**config.mk**
```make
export PLATFORM = sky130hd
export DESIGN_NAME = ps2_key_event_ctrl
export DESIGN_NICKNAME = d
export VERILOG_FILES = /design/src/rtl/ps2_key_event_ctrl.sv
export SDC_FILE = /design/constraint.sdc
export NUM_CORES = 1
export LEC_CHECK = 0
export CORE_MARGIN = 5
export CORE_UTILIZATION = 35
export DETAILED_ROUTE_END_ITERATION = 10
export PLACE_DENSITY = 0.62
export SETUP_SLACK_MARGIN = 0.2
export SYNTH_ARGS = -nofsm -noshare
export SYNTH_HDL_FRONTEND = slang
export SYNTH_SLANG_ARGS = --single-unit
```
**constraint.sdc**
```tcl
create_clock -name clk -period 5.3 [get_ports clk]
set_input_delay 0.795 -clock clk [delete_from_list [all_inputs] [get_ports clk]]
set_output_delay 0.795 -clock clk [all_outputs]
set_load 0.05 [all_outputs]
```
**src/rtl/ps2_key_event_ctrl.sv**
```systemverilog
// ps2_key_event_ctrl - PS/2 set-2 scan-code decoder with an event FIFO.
//
// Turns the raw PS/2 byte stream into key events {code, ext, break}. The
// E0 (extended) and F0 (release) prefixes are folded into flags. The E1 Pause
// sequence becomes a single event. Events are queued in a show-ahead FIFO.
//
// Parameters
//   FIFO_DEPTH     event FIFO entries (power of two, 2..32)
//   TIMEOUT_CYCLES idle cycles before a partial prefix sequence is abandoned
//
// Ports
//   clk, rst              system clock, synchronous active-high reset
//   rx_byte/valid/err     received byte, its strobe, frame error strobe
//   evt_code/ext/break    FIFO head fields (read 0 while empty)
//   evt_valid, evt_ready  FIFO non-empty / consumer accept
//   clr_ovf, ovf          sticky overflow flag and its clear
//   err_cnt               saturating count of rx_err strobes
//
// Optional feature: define PS2_REPEAT_FILTER_EN to drop typematic repeat makes
// of a key that is already held.
module ps2_key_event_ctrl #(
  parameter int unsigned FIFO_DEPTH     = 8,
  parameter int unsigned TIMEOUT_CYCLES = 2_000_000
) (
  input  logic       clk,
  input  logic       rst,
  input  logic [7:0] rx_byte,
  input  logic       rx_valid,
  input  logic       rx_err,
  output logic [7:0] evt_code,
  output logic       evt_ext,
  output logic       evt_break,
  output logic       evt_valid,
  input  logic       evt_ready,
  input  logic       clr_ovf,
  output logic       ovf,
  output logic [7:0] err_cnt
);

  localparam int unsigned AW = (FIFO_DEPTH > 1) ? $clog2(FIFO_DEPTH) : 1;
  localparam int unsigned CW = AW + 1;
  localparam int unsigned TW = $clog2(TIMEOUT_CYCLES + 1);
  localparam logic [TW-1:0] TmoLast = TW'(TIMEOUT_CYCLES - 1);
  localparam logic [CW-1:0] DepthC = CW'(FIFO_DEPTH);

  typedef enum logic [2:0] {StIdle, StGotE0, StGotF0, StGotE0F0, StSkipPause} state_e;

  state_e        state_q, state_d;
  logic [TW-1:0] tmo_q;
  logic [2:0]    skip_q, skip_d;
  logic [7:0]    err_cnt_q;

  logic       cand_push, cand_ext, cand_brk, cand_pause;
  logic       filt_drop, push, pop, wr_en, full;
  logic       ovf_q;
  logic [AW-1:0] wr_ptr_q, rd_ptr_q;
  logic [CW-1:0] cnt_q;
  logic [9:0]    mem_q [FIFO_DEPTH];
  logic [9:0]    head;

  // Byte decode: next state and the candidate event for this strobe.
  always_comb begin
    state_d    = state_q;
    skip_d     = skip_q;
    cand_push  = 1'b0;
    cand_ext   = 1'b0;
    cand_brk   = 1'b0;
    cand_pause = 1'b0;
    if (rx_valid) begin
      case (state_q)
        StIdle: begin
          if (rx_byte == 8'hE0) begin
            state_d = StGotE0;
          end else if (rx_byte == 8'hF0) begin
            state_d = StGotF0;
          end else if (rx_byte == 8'hE1) begin
            cand_push  = 1'b1;
            cand_pause = 1'b1;
            skip_d     = 3'd0;
            state_d    = StSkipPause;
          end else if (!(rx_byte inside {8'hAA, 8'hFA, 8'hFE, 8'hEE, 8'h00, 8'hFF})) begin
            cand_push = 1'b1;
          end
        end
        StGotE0: begin
          state_d = StIdle;
          if (rx_byte == 8'hF0) begin
            state_d = StGotE0F0;
          end else if (rx_byte != 8'hE0) begin
            cand_push = 1'b1;
            cand_ext  = 1'b1;
          end
        end
        StGotF0, StGotE0F0: begin
          state_d = StIdle;
          if (rx_byte != 8'hE0 && rx_byte != 8'hF0) begin
            cand_push = 1'b1;
            cand_brk  = 1'b1;
            cand_ext  = (state_q == StGotE0F0);
          end
        end
        StSkipPause: begin
          // The 7 trailing Pause bytes are swallowed; the 7th returns to idle.
          if (skip_q == 3'd6) begin
            skip_d  = 3'd0;
            state_d = StIdle;
          end else begin
            skip_d = skip_q + 3'd1;
          end
        end
        default: state_d = StIdle;
      endcase
    end
  end

  always_ff @(posedge clk) begin
    if (rst) begin
      state_q <= StIdle;
      tmo_q   <= '0;
      skip_q  <= '0;
    end else if (rx_err) begin
      state_q <= StIdle;
      tmo_q   <= '0;
      skip_q  <= '0;
    end else if (rx_valid) begin
      state_q <= state_d;
      skip_q  <= skip_d;
      tmo_q   <= '0;
    end else if (state_q != StIdle) begin
      if (tmo_q == TmoLast) begin
        state_q <= StIdle;
        skip_q  <= '0;
        tmo_q   <= '0;
      end else begin
        tmo_q <= tmo_q + TW'(1);
      end
    end
  end

  always_ff @(posedge clk) begin
    if (rst) begin
      err_cnt_q <= '0;
    end else if (rx_err && err_cnt_q != 8'hFF) begin
      err_cnt_q <= err_cnt_q + 8'd1;
    end
  end

`ifdef PS2_REPEAT_FILTER_EN
  logic [255:0] held_q;
  logic [7:0]   held_idx;

  // The Pause event has no release, so it bypasses the held table.
  always_comb begin
    held_idx  = {cand_ext, rx_byte[6:0]};
    filt_drop = cand_push && !cand_pause && !cand_brk && held_q[held_idx];
  end

  always_ff @(posedge clk) begin
    if (rst || rx_err) begin
      held_q <= '0;
    end else if (cand_push && !cand_pause) begin
      held_q[held_idx] <= !cand_brk;
    end
  end
`else
  assign filt_drop = 1'b0;
`endif

  assign push  = cand_push && !rx_err && !filt_drop;
  assign full  = (cnt_q == DepthC);
  assign pop   = evt_valid && evt_ready;
  // A pop frees the slot the push needs, so push-at-full with pop is legal.
  assign wr_en = push && (!full || pop);

  always_ff @(posedge clk) begin
    if (wr_en) begin
      mem_q[wr_ptr_q] <= {cand_ext, cand_brk, rx_byte};
    end
  end

  always_ff @(posedge clk) begin
    if (rst) begin
      wr_ptr_q <= '0;
      rd_ptr_q <= '0;
      cnt_q    <= '0;
      ovf_q    <= 1'b0;
    end else begin
      if (wr_en) wr_ptr_q <= wr_ptr_q + AW'(1);
      if (pop)   rd_ptr_q <= rd_ptr_q + AW'(1);
      if (wr_en && !pop)      cnt_q <= cnt_q + CW'(1);
      else if (pop && !wr_en) cnt_q <= cnt_q - CW'(1);
      // Set wins over a coincident clear.
      if (push && full && !pop) ovf_q <= 1'b1;
      else if (clr_ovf)         ovf_q <= 1'b0;
    end
  end

  assign evt_valid = (cnt_q != '0);
  assign head      = evt_valid ? mem_q[rd_ptr_q] : 10'd0;
  assign evt_code  = head[7:0];
  assign evt_break = head[8];
  assign evt_ext   = head[9];
  assign ovf       = ovf_q;
  assign err_cnt   = err_cnt_q;

endmodule

```
==> flow_metrics.tcl, run 1 <==
set metrics [dict create \
    tns_ps 0 \
    synth-edff-count 80 \
    cp.required_ps 5630 \
    grt_setup_unrepaired "no" \
    rr_startpoint "state_q[1]$_SDFFE_PP0P_" \
    cts.sinks 129 \
    p_sw_w 0.0008879 \
    yosys_warnings 0 \
    cp_max_fo 15 \
    netlist_top_cells_area "edfxtp_1 (43%), dfxtp_1 (18%), mux4_2 (8.1%)" \
    hold_buffers 0 \
    detail_route.wirelength_um 11010 \
    avgSynthCellArea_um2 13.56 \
    antenna_found_initial 0 \
    seqPwrFrac 0.398 \
    yosysMostFrequentCell "edfxtp_1" \
    die_x_um 136.1 \
    vias 3402 \
    cts_tree "built" \
    core_um2 15710 \
    hp-start "rd_ptr_q[1]$_SDFFE_PP0P_" \
    finalHoldViolCount 0 \
    row_count 46 \
    io_pins 34 \
    grt_max_degree 26 \
    ys_types 63 \
    wire_per_inst_um 16.24 \
    drc 0 \
    r2r_slack_ps 2240 \
    crit_path_end_kind "flop" \
    synth_area_um2 5562 \
    max_cap_viol_count 0 \
    cts.root.buffer_cell "clkbuf_16" \
    worst_slew_pin_slew_ps 1029 \
    clkLatencyLatePin_ps 420 \
    p_leak_nw 2.233 \
    r2r_cells 12 \
    htreeDepth 4 \
    overflow 0 \
    hold_path.class "flop to flop" \
    drive_gt1_frac 0.1537 \
    drtPass1Iterations 4 \
    cts.path.max_buffers 2 \
    grtUsageTotal 0.1298 \
    ys_seq_area_frac 0.6083 \
    finalNonFillerCells 678 \
    synthTopCellsByCount "edfxtp_1 (80), nor2_1 (57), dfxtp_1 (49), xor2_1 (22), mux4_2 (20)" \
    grt_pass1_vias 3560 \
    ant_nets 0 \
    die_h_um 136.1 \
    via_per_inst 5.018 \
    post_cts_resized 0 \
    die_area_um2 18510 \
    portBuffers 33 \
    start_util 0.3540 \
    slew_viol_final 0 \
    grt_pass1_wl_um 18310 \
    synth_nets 432 \
    async_flop_share 0 \
    max_freq_mhz 257.8 \
    r2r_end "cnt_q[3]$_SDFFE_PP0P_" \
    path_clk_slew_ps 60 \
    cts_buffers 17 \
    finalSetupViolations 0 \
    cp.arrival_ps 4210 \
    critPathKind "input port to flop" \
    netlist_instances 410 \
    p_int_w 0.002051 \
    max-slew-margin-rel 0.3128 \
    ys.flop_type "edfxtp_1" \
    status "finished, final reports clean" \
    hold_path_depth 2 \
    p_sw_frac 0.3021 \
    multiInputGateArea_um2 2092 \
    drt_iter0_markers 200 \
    yosysTopAreaCell "edfxtp_1" \
    place_congestion 0.7924 \
    ys_ff_latch 129 \
    area_growth_pct 20.34 \
    fillCellCount 1444 \
    comb_power_share 0.222 \
    placedCellCount 646 \
    finalCritPeriodShare 0.7319 \
    irDropWorstVdd_mv 0.2416 \
    clockPowerShare 0.380 \
    fin_crit_ps 3879 \
    clock_skew_ps 12.50 \
    n_antenna_cell 0 \
    synth_top_area_frac 0.4319 \
    cts_setup_buffers 0 \
    start_kind "input port" \
    ff_latch_area_um2 3385 \
    hpwl_um 7172 \
    fin_nets 471 \
    p_per_area_nw_per_um2 439.2 \
]
==> how the worst max path moves through the flow <==
stage / start / to / slack [ps]
finish: rx_byte[4] / cnt_q[3]$_SDFFE_PP0P_ / 1420
global route: rx_byte[4] / cnt_q[3]$_SDFFE_PP0P_ / 1150
CTS: rx_byte[4] / cnt_q[3]$_SDFFE_PP0P_ / 1400
detailed placement: rx_byte[4] / cnt_q[3]$_SDFFE_PP0P_ / 950
global placement: rx_byte[4] / cnt_q[3]$_SDFFE_PP0P_ / 1130
floorplan: rx_byte[1] / cnt_q[3]$_SDFFE_PP0P_ / 2030
==> layer usage <==
layer,GRT usage,vias up,share of wire
li1,-,1629,-
met1,0.1503,1703,0.44
met2,0.2234,54,0.50
met3,0.04293,16,0.040
met4,0.04871,0,0.016
met5,0,-,0
==> power by group through the flow <==
| stage | clock (W) | sequential [W] | combinational [W] |
|---|---|---|---|
| 2_1_floorplan | 0 | 0.00115 | 0.000493 |
| 3_3_place_gp | 0 | 0.00119 | 0.000649 |
| 3_5_place_dp | 0 | 0.00119 | 0.000658 |
| 4_1_cts | 0.00114 | 0.00117 | 0.000660 |
| 5_1_grt | 0.00119 | 0.00118 | 0.000702 |
| 6_report | 0.00112 | 0.00117 | 0.000651 |
==> final cells by class <==
| class | count | share of cell area |
|---|---|---|
| well taps | 216 | 0.04038 |
| repair buffers | 35 | 0.05160 |
| inverters | 7 | 0.003926 |
| clock inverters | 11 | 0.01552 |
| flip-flops and latches | 129 | 0.5057 |
| multi-input cells | 259 | 0.3126 |
| clock buffers | 21 | 0.07029 |
==> state kept, by name, indices dropped and copies added (netlist names), named ones only <==
signal,count
skip_q,3
cnt_q,4
state_q,3
wr_ptr_q,3
ovf,1
mem_q,80
tmo_q,21
err_cnt,8
rd_ptr_q,3
==> metrics by stage <==
stage	hold slack (ps)	area (um^2)	util	setup slack (ps)	total power, W
floorplan	454.1	5562	-	2030	0.001639
global placement	472.9	6118	0.3894	1134	0.001843
detailed placement	490.7	6118	0.3894	952.7	0.001852
CTS	497.2	6693	0.4259	1403	0.002978
global route	516.1	6693	0.4259	1153	0.003071
finish	495.6	6693	0.4259	1421	0.002939
==> critical path, stage by stage <==
cell and delay (ps):
clkdlybuf4s50_1 810, xor2_1 200, o31a_2 150, o2111ai_2 170, nor3_2 520, ha_1 310, inv_1 100, ha_1 270
a21o_1 170, a21oi_1 170, xnor2_1 100, or3_1 300, a21oi_1 140
==> logic make-up (layout without fill, tap and decap cells) <==
kind of cell	after synthesis	count (layout)	synth area share
adders and majority gates	8	8	0.01935
buffers and inverters	22	74	0.01778
muxes	37	37	0.1123
DFF	129	129	0.6083
AOI/OAI and AO/OA	30	30	0.04005
xor gates and xnor gates	32	32	0.05039
and+or+nand+nor	152	152	0.1519
==> cells in the final DEF, fill, tap and decap left out, drive strengths merged, types with 12 or more instances in the layout <==
master / netlist / routed
clkbuf: 7 / 21
xor2: 22 / 22
dfxtp: 49 / 49
nand3: 12 / 12
mux4: 20 / 20
mux2i: 14 / 14
clkdlybuf4s50: 0 / 33
nand2: 19 / 19
and3: 13 / 13
edfxtp: 80 / 80
nor2: 58 / 58
No activity file was read; power rests on OpenSTA's default activity.
==> run 2, diff against run 1 <==
--- a/config.mk
+++ b/config.mk
@@ -8,7 +8,7 @@
 export CORE_MARGIN = 5
 export CORE_UTILIZATION = 35
 export DETAILED_ROUTE_END_ITERATION = 10
-export PLACE_DENSITY = 0.62
+export PLACE_DENSITY = 0.64
 export SETUP_SLACK_MARGIN = 0.2
 export SYNTH_ARGS = -nofsm -noshare
 export SYNTH_HDL_FRONTEND = slang
==> constraint.sdc (replaced) <==
create_clock -name clk -period 3.5 [get_ports clk]
set_input_delay 0.525 -clock clk [delete_from_list [all_inputs] [get_ports clk]]
set_output_delay 0.525 -clock clk [all_outputs]
set_load 0.05 [all_outputs]
==> run 2 against run 1 <==
Against the previous run: non-clock buffer count grew 24; design area grew 3.0%; first-iteration DRC count shrank 27%; via count grew 2.4%; critical path type unchanged; sequential share of layout area shrank 1.5 points; clock power grew 49%; final cell count grew 3.5%; clock skew grew 9.1 ps; highest routed layer unchanged; setup slack lost 1100 ps; combinational power grew 66%.
==> flow_metrics.tcl, run 2 (synthesis results as in run 1) <==
set metrics [dict create \
    grt_max_degree 24 \
    p_leak_nw 2.385 \
    io_pins 34 \
    final_common_cell "edfxtp_1" \
    max-slew-margin-rel 0.5178 \
    finalSetupViolations 0 \
    r2r_slack_ps 840 \
    cp.required_ps 3830 \
    rr_startpoint "state_q[2]$_SDFFE_PP0P_" \
    grt_setup_unrepaired "no" \
    max_freq_mhz 319.1 \
    grtUsageTotal 0.1290 \
    start_util 0.3540 \
    area_growth_pct 23.94 \
    core_um2 15710 \
    drtPass1Iterations 6 \
    critPathKind "input port to flop" \
    finalHoldViolCount 0 \
    start_kind "input port" \
    overflow 0 \
    via_per_inst 4.964 \
    mostFrequentLayoutCells "edfxtp_1 (80), nor2_1 (57), dfxtp_1 (49)" \
    hp-start "rd_ptr_q[1]$_SDFFE_PP0P_" \
    ant_nets 0 \
    antenna_found_initial 0 \
    grt_pass1_vias 3521 \
    slew_viol_final 0 \
    max_cap_viol_count 0 \
    placed_area_um2 6322 \
    top_register "mem_q" \
    hpwl_um 7615 \
    p_per_area_nw_per_um2 646.6 \
    status "finished, final reports clean" \
    cts_buffers 17 \
    crit_path_end_kind "flop" \
    drive_gt1_frac 0.1975 \
    hold_buffers 0 \
    crit_start "rx_byte[3]" \
    fin_nets 495 \
    detail_route.wirelength_um 11250 \
    die_x_um 136.1 \
    n_antenna_cell 0 \
    fin_crit_ps 3133 \
    crit_buf_inv 2 \
    cts.path.max_buffers 2 \
    grt_pass1_wl_um 18170 \
    wire_per_inst_um 16.03 \
    row_count 46 \
    drt_iter0_markers 146 \
    cts_tree "built" \
    cp_max_fo 8 \
    vias 3485 \
    cp.arrival_ps 3460 \
    worst_slew_pin_slew_ps 722.3 \
    irDropWorstVdd_mv 0.3626 \
    crit_family "simple AND/OR/NAND/NOR gates" \
    finalCritPeriodShare 0.8953 \
    largest_reg_flops 80 \
    hold_path.class "flop to flop" \
    stdcell_area_um2 6893 \
    crit_chain "clkdlybuf4s50_1 > or3_1 > or3_4 > o2111ai_2 > nor3_2 > ha_1 > inv_1 > ha_1 > a21o_1 > a21oi_1 > xnor2_1 > or3_1 > a21oi_1" \
    clock_skew_ps 21.62 \
    die_h_um 136.1 \
    cpMaxStageDelayCell "clkdlybuf4s50_1" \
    clkLatencyLatePin_ps 420 \
    die_area_um2 18510 \
    total_power_w 0.004457 \
    place_congestion 0.7812 \
    critical_path.max_stage_delay_ps 560 \
    path_clk_slew_ps 60 \
    portBuffers 33 \
    drc 0 \
    cts.root.buffer_cell "clkbuf_16" \
    cts.sinks 129 \
    htreeDepth 4 \
]
==> run 2: changes by cell type in the layout (fill, tap and decap cells not counted), moves of 2 or more <==
| cell | change |
|---|---|
| clkinv_2 | +3 |
| dlymetal6s2s_1 | +2 |
| buf_12 | +2 |
| clkinvlp_4 | -3 |
| clkdlybuf4s50_1 | -2 |
| buf_4 | +22 |
| inv_6 | +3 |
| clkbuf_8 | -3 |
==> run 2: worst paths after layout <==
path              cells past startpoint                  endpoint
hold reg to reg                       2  rd_ptr_q[1]$_SDFFE_PP0P_
setup / recovery                     13     cnt_q[3]$_SDFFE_PP0P_
hold / removal                        2  rd_ptr_q[1]$_SDFFE_PP0P_
setup reg to reg                     11     cnt_q[3]$_SDFFE_PP0P_
==> run 2: routing by layer <==
layer | up-vias | wire length, um | global-route usage
met1 | 1726 | 4846 | 0.1511
met5 | - | 0 | 0
met4 | 0 | 142 | 0.04703
met3 | 10 | 386 | 0.03516
li1 | 1681 | - | -
met2 | 68 | 5876 | 0.2265
==> run 2: metrics by stage <==
stage               instances  hold WS, ps  setup WS (ps)  utilization  TNS, ps
floorplan                 410        454.1          499.8            -        0
global placement          670        465.1          55.22       0.4024        0
detailed placement        670        478.3         -52.11       0.4024   -52.11
CTS                       702        486.4          306.6       0.4380        0
global route              702        523.7          217.2       0.4387        0
finish                    702        485.6          366.5       0.4387        0
==> run 2: report_power, final <==
| part | internal, W | switching [W] |
|---|---|---|
| sequential | 0.00166 | 0.0000433 |
| clock | 0.000988 | 0.000682 |
| combinational | 0.000431 | 0.000650 |
| total | 0.00308 | 0.00138 |
==> run 2: repair_timing <==
action,4_1_cts,5_1_grt
gates resized for setup,0,3
buffers inserted,0,0
endpoints found under the setup margin,0,1
==> run 2: area by class of cell <==
class                   count  area [um^2]
inverters                   7        26.28
flip-flops and latches    129         3383
clock inverters            14        130.1
clock buffers              18        429.2
repair buffers             59        555.5
well taps                 216        270.3
fillers                  1457         8820
multi-input cells         259         2098
==> run 2: worst min-delay path, cell delays in order (launching register included) <==
cell     delay [ps]
dfxtp_1         310
nand2_1          50
a21oi_1          70
==> run 3, diff against run 2 <==
--- a/config.mk
+++ b/config.mk
@@ -8,6 +8,7 @@
 export CORE_MARGIN = 5
 export CORE_UTILIZATION = 35
 export DETAILED_ROUTE_END_ITERATION = 10
+export GPL_ROUTABILITY_DRIVEN = 0
 export PLACE_DENSITY = 0.64
 export SETUP_SLACK_MARGIN = 0.2
 export SYNTH_ARGS = -nofsm -noshare
==> results of run 3 <==
The final DEF is identical to that of run 2; final timing and power are the same.
